<file path="src/rtl/map_render_pkg.sv">
// Shared terrain-map definitions: grid geometry, cell types, colours and scan-to-cell helpers.
// Declarations only; no latency.
// No flow control; reused by the tank and bullet logic that share the 5-bit grid.
package map_render_pkg;

  localparam int CELL_PX   = 20;
  localparam int GRID_W    = 32;
  localparam int GRID_H    = 24;
  localparam int H_ACTIVE  = 640;
  localparam int V_ACTIVE  = 480;
  localparam int MAP_CELLS = GRID_W * GRID_H;
  localparam int ADDR_W    = 10;

  localparam logic [1:0] CELL_EMPTY = 2'd0;
  localparam logic [1:0] CELL_BRICK = 2'd1;
  localparam logic [1:0] CELL_STEEL = 2'd2;
  localparam logic [1:0] CELL_WATER = 2'd3;

  localparam logic [11:0] COL_BRICK      = 12'hA40;
  localparam logic [11:0] COL_MORTAR     = 12'h888;
  localparam logic [11:0] COL_STEEL      = 12'hCCC;
  localparam logic [11:0] COL_STEEL_EDGE = 12'h666;
  localparam logic [11:0] COL_WATER      = 12'h05F;

  typedef enum logic [1:0] {ST_INIT, ST_IDLE, ST_WRITE} map_state_t;

  // x/20 computed as ((x>>2)*205)>>10, exact while x>>2 < 1024, i.e. for any 11-bit x.
  function automatic logic [4:0] div20(input logic [10:0] v);
    return 5'((18'(v[10:2]) * 18'd205) >> 10);
  endfunction

  function automatic logic [4:0] mod20(input logic [10:0] v, input logic [4:0] q);
    return 5'(v - 11'(q) * 11'd20);
  endfunction

  function automatic logic [11:0] cell_colour(input logic [1:0] t,
                                              input logic [4:0] ox,
                                              input logic [4:0] oy);
    logic [11:0] c;
    c = 12'h000;
    case (t)
      CELL_BRICK: c = (oy == 5'd0 || oy == 5'd10 || (ox == 5'd0 && oy < 5'd10) ||
                       (ox == 5'd10 && oy >= 5'd10)) ? COL_MORTAR : COL_BRICK;
      CELL_STEEL: c = (ox == 5'd0 || ox == 5'd19 || oy == 5'd0 || oy == 5'd19) ?
                      COL_STEEL_EDGE : COL_STEEL;
      CELL_WATER: c = COL_WATER;
      default:    c = 12'h000;
    endcase
    return c;
  endfunction

endpackage

</file>
<file path="src/rtl/map_ram.sv">
// 768x2 terrain store: one write port plus synchronous render, collision (and hit) read ports.
// Reads return registered data one clock after the address; a same-cycle write is seen next cycle.
// No backpressure; every port is serviced every clock.
module map_ram
  import map_render_pkg::*;
(
  input  logic              clk,
  input  logic              rst,
  input  logic              wr_en,
  input  logic [ADDR_W-1:0] wr_addr,
  input  logic [1:0]        wr_dat,
  input  logic [ADDR_W-1:0] rnd_addr,
  output logic [1:0]        rnd_dat,
  input  logic [ADDR_W-1:0] col_addr,
  output logic [1:0]        col_dat
`ifdef MAP_RENDER_DESTROY_EN
  ,
  input  logic [ADDR_W-1:0] hit_addr,
  output logic [1:0]        hit_dat
`endif
);

  logic [1:0] mem [MAP_CELLS];

  // Storage carries no reset so it stays in distributed RAM; the init sweep fills it.
  always_ff @(posedge clk) begin
    if (wr_en) mem[wr_addr] <= wr_dat;
  end

  always_ff @(posedge clk or posedge rst) begin
    if (rst) begin
      rnd_dat <= CELL_EMPTY;
      col_dat <= CELL_EMPTY;
    end else begin
      rnd_dat <= mem[rnd_addr];
      col_dat <= mem[col_addr];
    end
  end

`ifdef MAP_RENDER_DESTROY_EN
  always_ff @(posedge clk or posedge rst) begin
    if (rst) hit_dat <= CELL_EMPTY;
    else     hit_dat <= mem[hit_addr];
  end
`endif

endmodule

</file>
<file path="src/rtl/map_render.sv">
// Terrain layer: 32x24 map with edit/collision ports and a 2-clock pixel render; MAP_RENDER_DESTROY_EN adds bullet hits.
// Latency: pixel 2 clk, rd_type 1 clk, write ack 2 clk after wr_req (3 if a brick hit collides).
// Backpressure: wr_req held until the one-cycle wr_ack; writes ignored while busy (init sweep).
module map_render
  import map_render_pkg::*;
(
  input  logic        clk,
  input  logic        rst,
  input  logic [10:0] VGA_xpos,
  input  logic [10:0] VGA_ypos,
  output logic [11:0] VGA_data,
  output logic        VGA_en,
  input  logic        wr_req,
  input  logic [4:0]  wr_x,
  input  logic [4:0]  wr_y,
  input  logic [1:0]  wr_type,
  output logic        wr_ack,
  input  logic [4:0]  rd_x,
  input  logic [4:0]  rd_y,
  output logic [1:0]  rd_type,
  output logic        busy
`ifdef MAP_RENDER_DESTROY_EN
  ,
  input  logic        hit_valid,
  input  logic [4:0]  hit_x,
  input  logic [4:0]  hit_y,
  output logic        hit_wall
`endif
);

  map_state_t        state, state_nxt;
  logic [ADDR_W-1:0] init_cnt;
  logic [4:0]        init_x, init_y;
  logic              hit_wr;
  logic [ADDR_W-1:0] hit_addr_q;

  logic              ram_we;
  logic [ADDR_W-1:0] ram_waddr;
  logic [1:0]        ram_wdat;

  logic [4:0]        cx, cy, ox, oy, ox_q, oy_q;
  logic              act, act_q;
  logic [ADDR_W-1:0] rnd_addr, col_addr;
  logic [1:0]        rnd_dat, col_dat;
  logic              col_oob, col_oob_q;

  assign busy   = (state == ST_INIT);
  assign init_x = init_cnt[4:0];
  assign init_y = init_cnt[9:5];

  always_ff @(posedge clk or posedge rst) begin
    if (rst) begin
      state    <= ST_INIT;
      init_cnt <= '0;
      wr_ack   <= 1'b0;
    end else begin
      state  <= state_nxt;
      wr_ack <= (state == ST_WRITE) && !hit_wr;
      if (state == ST_INIT) init_cnt <= init_cnt + 10'd1;
    end
  end

  always_comb begin
    state_nxt = state;
    case (state)
      ST_INIT:  if (init_cnt == 10'(MAP_CELLS - 1)) state_nxt = ST_IDLE;
      ST_IDLE:  if (wr_req) state_nxt = ST_WRITE;
      ST_WRITE: if (!hit_wr) state_nxt = ST_IDLE;
      default:  state_nxt = ST_INIT;
    endcase
  end

  // Single write port: init sweep, then a brick hit, then the deferred-able game write.
  always_comb begin
    ram_we    = 1'b0;
    ram_waddr = init_cnt;
    ram_wdat  = CELL_EMPTY;
    if (state == ST_INIT) begin
      ram_we   = 1'b1;
      ram_wdat = (init_x == 5'd0 || init_x == 5'(GRID_W - 1) ||
                  init_y == 5'd0 || init_y == 5'(GRID_H - 1)) ? CELL_STEEL : CELL_EMPTY;
    end else if (hit_wr) begin
      ram_we    = 1'b1;
      ram_waddr = hit_addr_q;
    end else if (state == ST_WRITE && wr_y < 5'(GRID_H)) begin
      ram_we    = 1'b1;
      ram_waddr = {wr_y, wr_x};
      ram_wdat  = wr_type;
    end
  end

  // Render S1: cell lookup address goes straight to the RAM; offsets ride alongside.
  assign cx       = div20(VGA_xpos);
  assign cy       = div20(VGA_ypos);
  assign ox       = mod20(VGA_xpos, cx);
  assign oy       = mod20(VGA_ypos, cy);
  assign act      = (VGA_xpos < 11'(H_ACTIVE)) && (VGA_ypos < 11'(V_ACTIVE));
  assign rnd_addr = act ? {cy, cx} : '0;

  always_ff @(posedge clk or posedge rst) begin
    if (rst) begin
      ox_q     <= '0;
      oy_q     <= '0;
      act_q    <= 1'b0;
      VGA_data <= 12'h000;
      VGA_en   <= 1'b0;
    end else begin
      ox_q     <= ox;
      oy_q     <= oy;
      act_q    <= act;
      VGA_data <= (act_q && !busy) ? cell_colour(rnd_dat, ox_q, oy_q) : 12'h000;
      VGA_en   <= act_q && !busy && (rnd_dat != CELL_EMPTY);
    end
  end

  // Rows past the map read as steel so off-map space is solid.
  assign col_oob  = (rd_y >= 5'(GRID_H));
  assign col_addr = col_oob ? '0 : {rd_y, rd_x};
  assign rd_type  = col_oob_q ? CELL_STEEL : col_dat;

  always_ff @(posedge clk or posedge rst) begin
    if (rst) col_oob_q <= 1'b0;
    else     col_oob_q <= col_oob;
  end

`ifdef MAP_RENDER_DESTROY_EN
  logic              hit_vld_q;
  logic [1:0]        hit_dat;
  logic [ADDR_W-1:0] hit_raddr;
  logic              hit_in_map;

  assign hit_in_map = (hit_y < 5'(GRID_H));
  assign hit_raddr  = hit_in_map ? {hit_y, hit_x} : '0;
  assign hit_wr     = hit_vld_q && (hit_dat == CELL_BRICK);

  always_ff @(posedge clk or posedge rst) begin
    if (rst) begin
      hit_vld_q  <= 1'b0;
      hit_addr_q <= '0;
      hit_wall   <= 1'b0;
    end else begin
      hit_vld_q  <= hit_valid && hit_in_map && !busy;
      hit_addr_q <= hit_raddr;
      hit_wall   <= hit_vld_q && (hit_dat == CELL_BRICK || hit_dat == CELL_STEEL);
    end
  end
`else
  assign hit_wr     = 1'b0;
  assign hit_addr_q = '0;
`endif

  map_ram u_ram (
    .clk      (clk),
    .rst      (rst),
    .wr_en    (ram_we),
    .wr_addr  (ram_waddr),
    .wr_dat   (ram_wdat),
    .rnd_addr (rnd_addr),
    .rnd_dat  (rnd_dat),
    .col_addr (col_addr),
    .col_dat  (col_dat)
`ifdef MAP_RENDER_DESTROY_EN
    ,
    .hit_addr (hit_raddr),
    .hit_dat  (hit_dat)
`endif
  );

endmodule
</file>
<file path="config.mk">
export PLATFORM = sky130hd
export DESIGN_NAME = map_render
export DESIGN_NICKNAME = d
export VERILOG_FILES = /design/src/rtl/map_render_pkg.sv /design/src/rtl/map_ram.sv /design/src/rtl/map_render.sv
export SDC_FILE = /design/constraint.sdc
export NUM_CORES = 2
export LEC_CHECK = 0
export CELL_PAD_IN_SITES_DETAIL_PLACEMENT = 1
export CELL_PAD_IN_SITES_GLOBAL_PLACEMENT = 2
export CORE_ASPECT_RATIO = 0.9
export CORE_MARGIN = 1.5
export CORE_UTILIZATION = 50
export CTS_CLUSTER_SIZE = 28
export DETAILED_ROUTE_END_ITERATION = 6
export PLACE_DENSITY = 0.93
export SLEW_MARGIN = 20
export SYNTH_ARGS = -nofsm -noshare
export SYNTH_HDL_FRONTEND = slang
export SYNTH_HIERARCHICAL = 1
export SYNTH_SLANG_ARGS = --single-unit
</file>
<file path="constraint.sdc">
create_clock -name clk -period 116.2 [get_ports clk]
set_input_delay 23.24 -clock clk [delete_from_list [all_inputs] [get_ports clk]]
set_output_delay 23.24 -clock clk [all_outputs]
set_load 0.02 [all_outputs]
</file>
==> results.md <==
- Clk buf depth: 3
- Top Layer Used: met5
- Critical-path top delay cell: buf_4
- CP required: between 100000 and 150000 ps
- Netlist area before placement: 79360 sq um
- Crit path from: VGA_xpos[3]
- Crit Path Max Fanout: between 60 and 70
- Post-CTS sizing: 0
- Main combinational cell family by area after synthesis: multiplexers
- Rows: roughly 140
- Routed via count: a little under 50k
- Total die area: approximately 160000 sq um
- Number of stages on the worst hold path: 1
- Core area: roughly 160000 sq um
- Synth top area cells: edfxtp_1 (58%), mux4_2 (24%), nor2_1 (4.0%), mux2i_1 (1.4%), ha_1 (1.3%)
- Root Driver: clkbuf_16
- ANT nets after route: 0
- Worst rel slew slack: between 10 and 15%
- Wire per inst: ~38 um
- Final nets: between 4k and 5k
- Overall Global Routing Usage: roughly 33%
- Fmax: 31.58 MHz
- Yosys cell types: about 80
- Yosys warns: 6
- Routed met1 length: 90380 um
- Cells along the critical path: clkdlybuf4s50_1 > ha_1 > ha_1 > inv_1 > fa_1 > fa_1 > inv_1 > ha_1 > and4_1 > a221oi_2 > o21ai_2 > a21oi_1 > xor2_1 > nor2_4 > buf_4 > buf_4 > buf_4 > mux4_2 > mux4_2 > a22oi_1 > a21boi_0 > o21a_1 > a211oi_1 > a31oi_1
- Critical path's largest stage delay: 910 ps
- Share of layout cells above drive strength 1: approximately 27%
- Final std cells w/o fill: 6915
- TritonCTS Buffers: about 160
- CTS H-tree depth: 4
- DR WL met3: around 32000 um
- Synth Area in Compound Gates: about 2.6%
- Sink Count: around 1.6k
- 1st-iter DRT viols: between 7k and 8k
- Post-synth top area share: between 50 and 60%
- Critical path launch point type: input port
- Cell with the most instances after synthesis: edfxtp_1
- DR DRC count: 0
- Core Util, Final: a little under three fifths
- Syn Nets: between 4k and 5k
- Final hold violations: 0
- Crit Reg-Reg Startpoint: init_cnt[5]
- Largest net degree at the start of global routing: a little over 200
- Pleak: 0.02609 uW
- Starting Density: 50.40%
- Synthesized instance count: 4739
- Worst-margin pin slew: 1295 ps
- Post-synth EDFFs: 1536
- Hold Slack: about 540 ps
- GRT Residual Overflow: 0
- Pre-antenna DRT Iters: 6
- Reg2Reg Setup Slack: between 100000 and 150000 ps
- Synth area leader: edfxtp_1
- Worst Hold Endpoint: init_cnt[7]
- Clock-pin slew on the worst setup and hold paths: 60 ps
- Final WL: approximately 260000 um
- DR vias/cell: slightly above 7
- Power per cell area: approximately 19 nW/um^2
- Vias in the first global route: 52.18k
- Count of final setup violators: 0
- Clock Skews: about 34 ps
- FF+latch count, synth: roughly 1.6k
- R2R Path End: u_ram/mem[37][1]
- Post-Synth Simple-Gate Area: 6.421%
- PortBufs: 62
- Die height: between 300 and 400 um
- Post-synth top flop: edfxtp_1
- Synth Area in Adders: 2.034%
- CP Data Arrival Time: 32360 ps
- Gpl congestion: around 0.89
- Placed wire-length estimate: between 150000 and 200000 um
- Pins over their slew limit: 0
- I/O pins: 64
- Clock latency on the worst-skew pair: about 850 ps
- Sequential area share after synthesis: ~59%
- CP endpoint kind: register
- Worst IR Drop VDD: about 0.000019 V
- Final min period: between 30000 and 40000 ps
- Synth Area per Inst: about 17 sq um
- Post-route cell area: between 80000 and 90000 sq um
- Top Family by Delay on Critical Path: buffers and inverters
- Setup_tns: 0 ps
- Register-to-Register Path Depth: 8
- Routed wl met2: 121800 um
- Layout area overhead: 9.705%
- First-pass GRT wire length: approximately 380000 um
- Outcome: finished clean
- Async SR Flop Fraction: around 2.5%
- Post-CTS setup buffer count: 0
- Initial antenna violation count: 11
- Worst hold path class: register to register
- Placed insts: roughly 6.6k
- Levels on crit path: 24
- Die Wd: around 420 um
- CTS tree: yes
- Top cells by count, synth: edfxtp_1 (1536), mux4_2 (860), nor2_1 (839), clkbuf_1 (190), nand2_1 (142)
- Unrepaired setup endpoints after global routing: no
- Post-Synth XOR/XNOR Area: 0.3673%
- HP Start: init_cnt[7]
- Setup CP Type: input port to register
- Hold-fix buffers, CTS: 0
- Final period utilization: between 20% and 30%
- Multiplexer share of the synthesized area: around a quarter
- Placed Area: roughly 80000 sq um
- Max-cap violations: 0
- CP Buf/Inv Count: 6
layout make-up:
cell class	count	area (sq um)
inverters	111	419.2
repair buffers	201	1755
multi-input cells	2640	30110
clock buffers	195	4208
diodes	5	12.51
clock inverters	87	804.5
flip-flops and latches	1576	47130
fillers	14210	70410
well taps	2100	2628
power breakdown:
part / switching [uW] / internal, uW
Clock: 226 / 288
Sequential: 7.77 / 703
Combinational: 279 / 121
worst max path at each step:
stage / end / slack [ps]
after floorplan: u_ram/mem[0][1] / 56840
after global placement: u_ram/rnd_dat[1] / 84100
after detailed placement: u_ram/rnd_dat[1] / 83860
after CTS: u_ram/rnd_dat[1] / 84670
after global routing: u_ram/rnd_dat[1] / 84310
final: u_ram/rnd_dat[1] / 84530
layer usage:
layer  global-route usage [%]  vias to the layer above
met5                        0                        -
met4                    17.98                       20
met3                    9.178                      876
met2                    50.37                     3578
met1                    41.77                    26230
li1                         -                    18970
stage by stage:
stage | total power, uW | setup WS (ps)
floorplan | 1116 | 56840
global placement | 1098 | 84100
detailed placement | 1110 | 83860
CTS | 1616 | 84670
global route | 1658 | 84310
finish | 1625 | 84530
worst register-to-register path, delay by kind of cell (launching register included):
family	cells	cell delay, ps
and+or+nand+nor	1	530
AOI/OAI and AO/OA	3	380
buffers and inverters	4	3660
DFF	1	450
placed cells by master, fill, tap and decap left out, types with 20 or more instances in the layout:
master	n
edfxtp_1	1536
mux4_2	860
nor2_1	834
clkbuf_16	162
nand2_1	137
buf_4	131
mux2i_1	109
inv_1	107
ha_1	81
clkdlybuf4s50_1	62
a21oi_1	48
nand3_1	43
dfrtp_1	40
a22oi_1	38
clkinv_1	37
o21ai_0	34
nor3_1	32
fa_1	30
clkbuf_1	30
nor2b_1	29
nand3_2	27
mux2_2	21
a221oi_1	21
xnor2_1	20
a22o_1	20
flip-flops by register name (all words and copies together) (netlist names), 2 cells and up:
signal         flops
u_ram/mem       1536
VGA_data          10
init_cnt          10
ox_q               5
oy_q               5
state              2
u_ram/col_dat      2
u_ram/rnd_dat      2
cells by family (layout without fill, tap and decap cells):
kind of cell / Yosys count / in the layout
multiplexers: 990 / 990
other: 1 / 6
buffers and inverters: 523 / 594
AO/OA/AOI/OAI: 289 / 289
XOR/XNOR: 30 / 30
flip-flops: 1576 / 1576
AND/OR/NAND/NOR: 1219 / 1219
adder cells (fa/ha/maj): 111 / 111
Note: power is estimated with default switching activity, not from simulation.
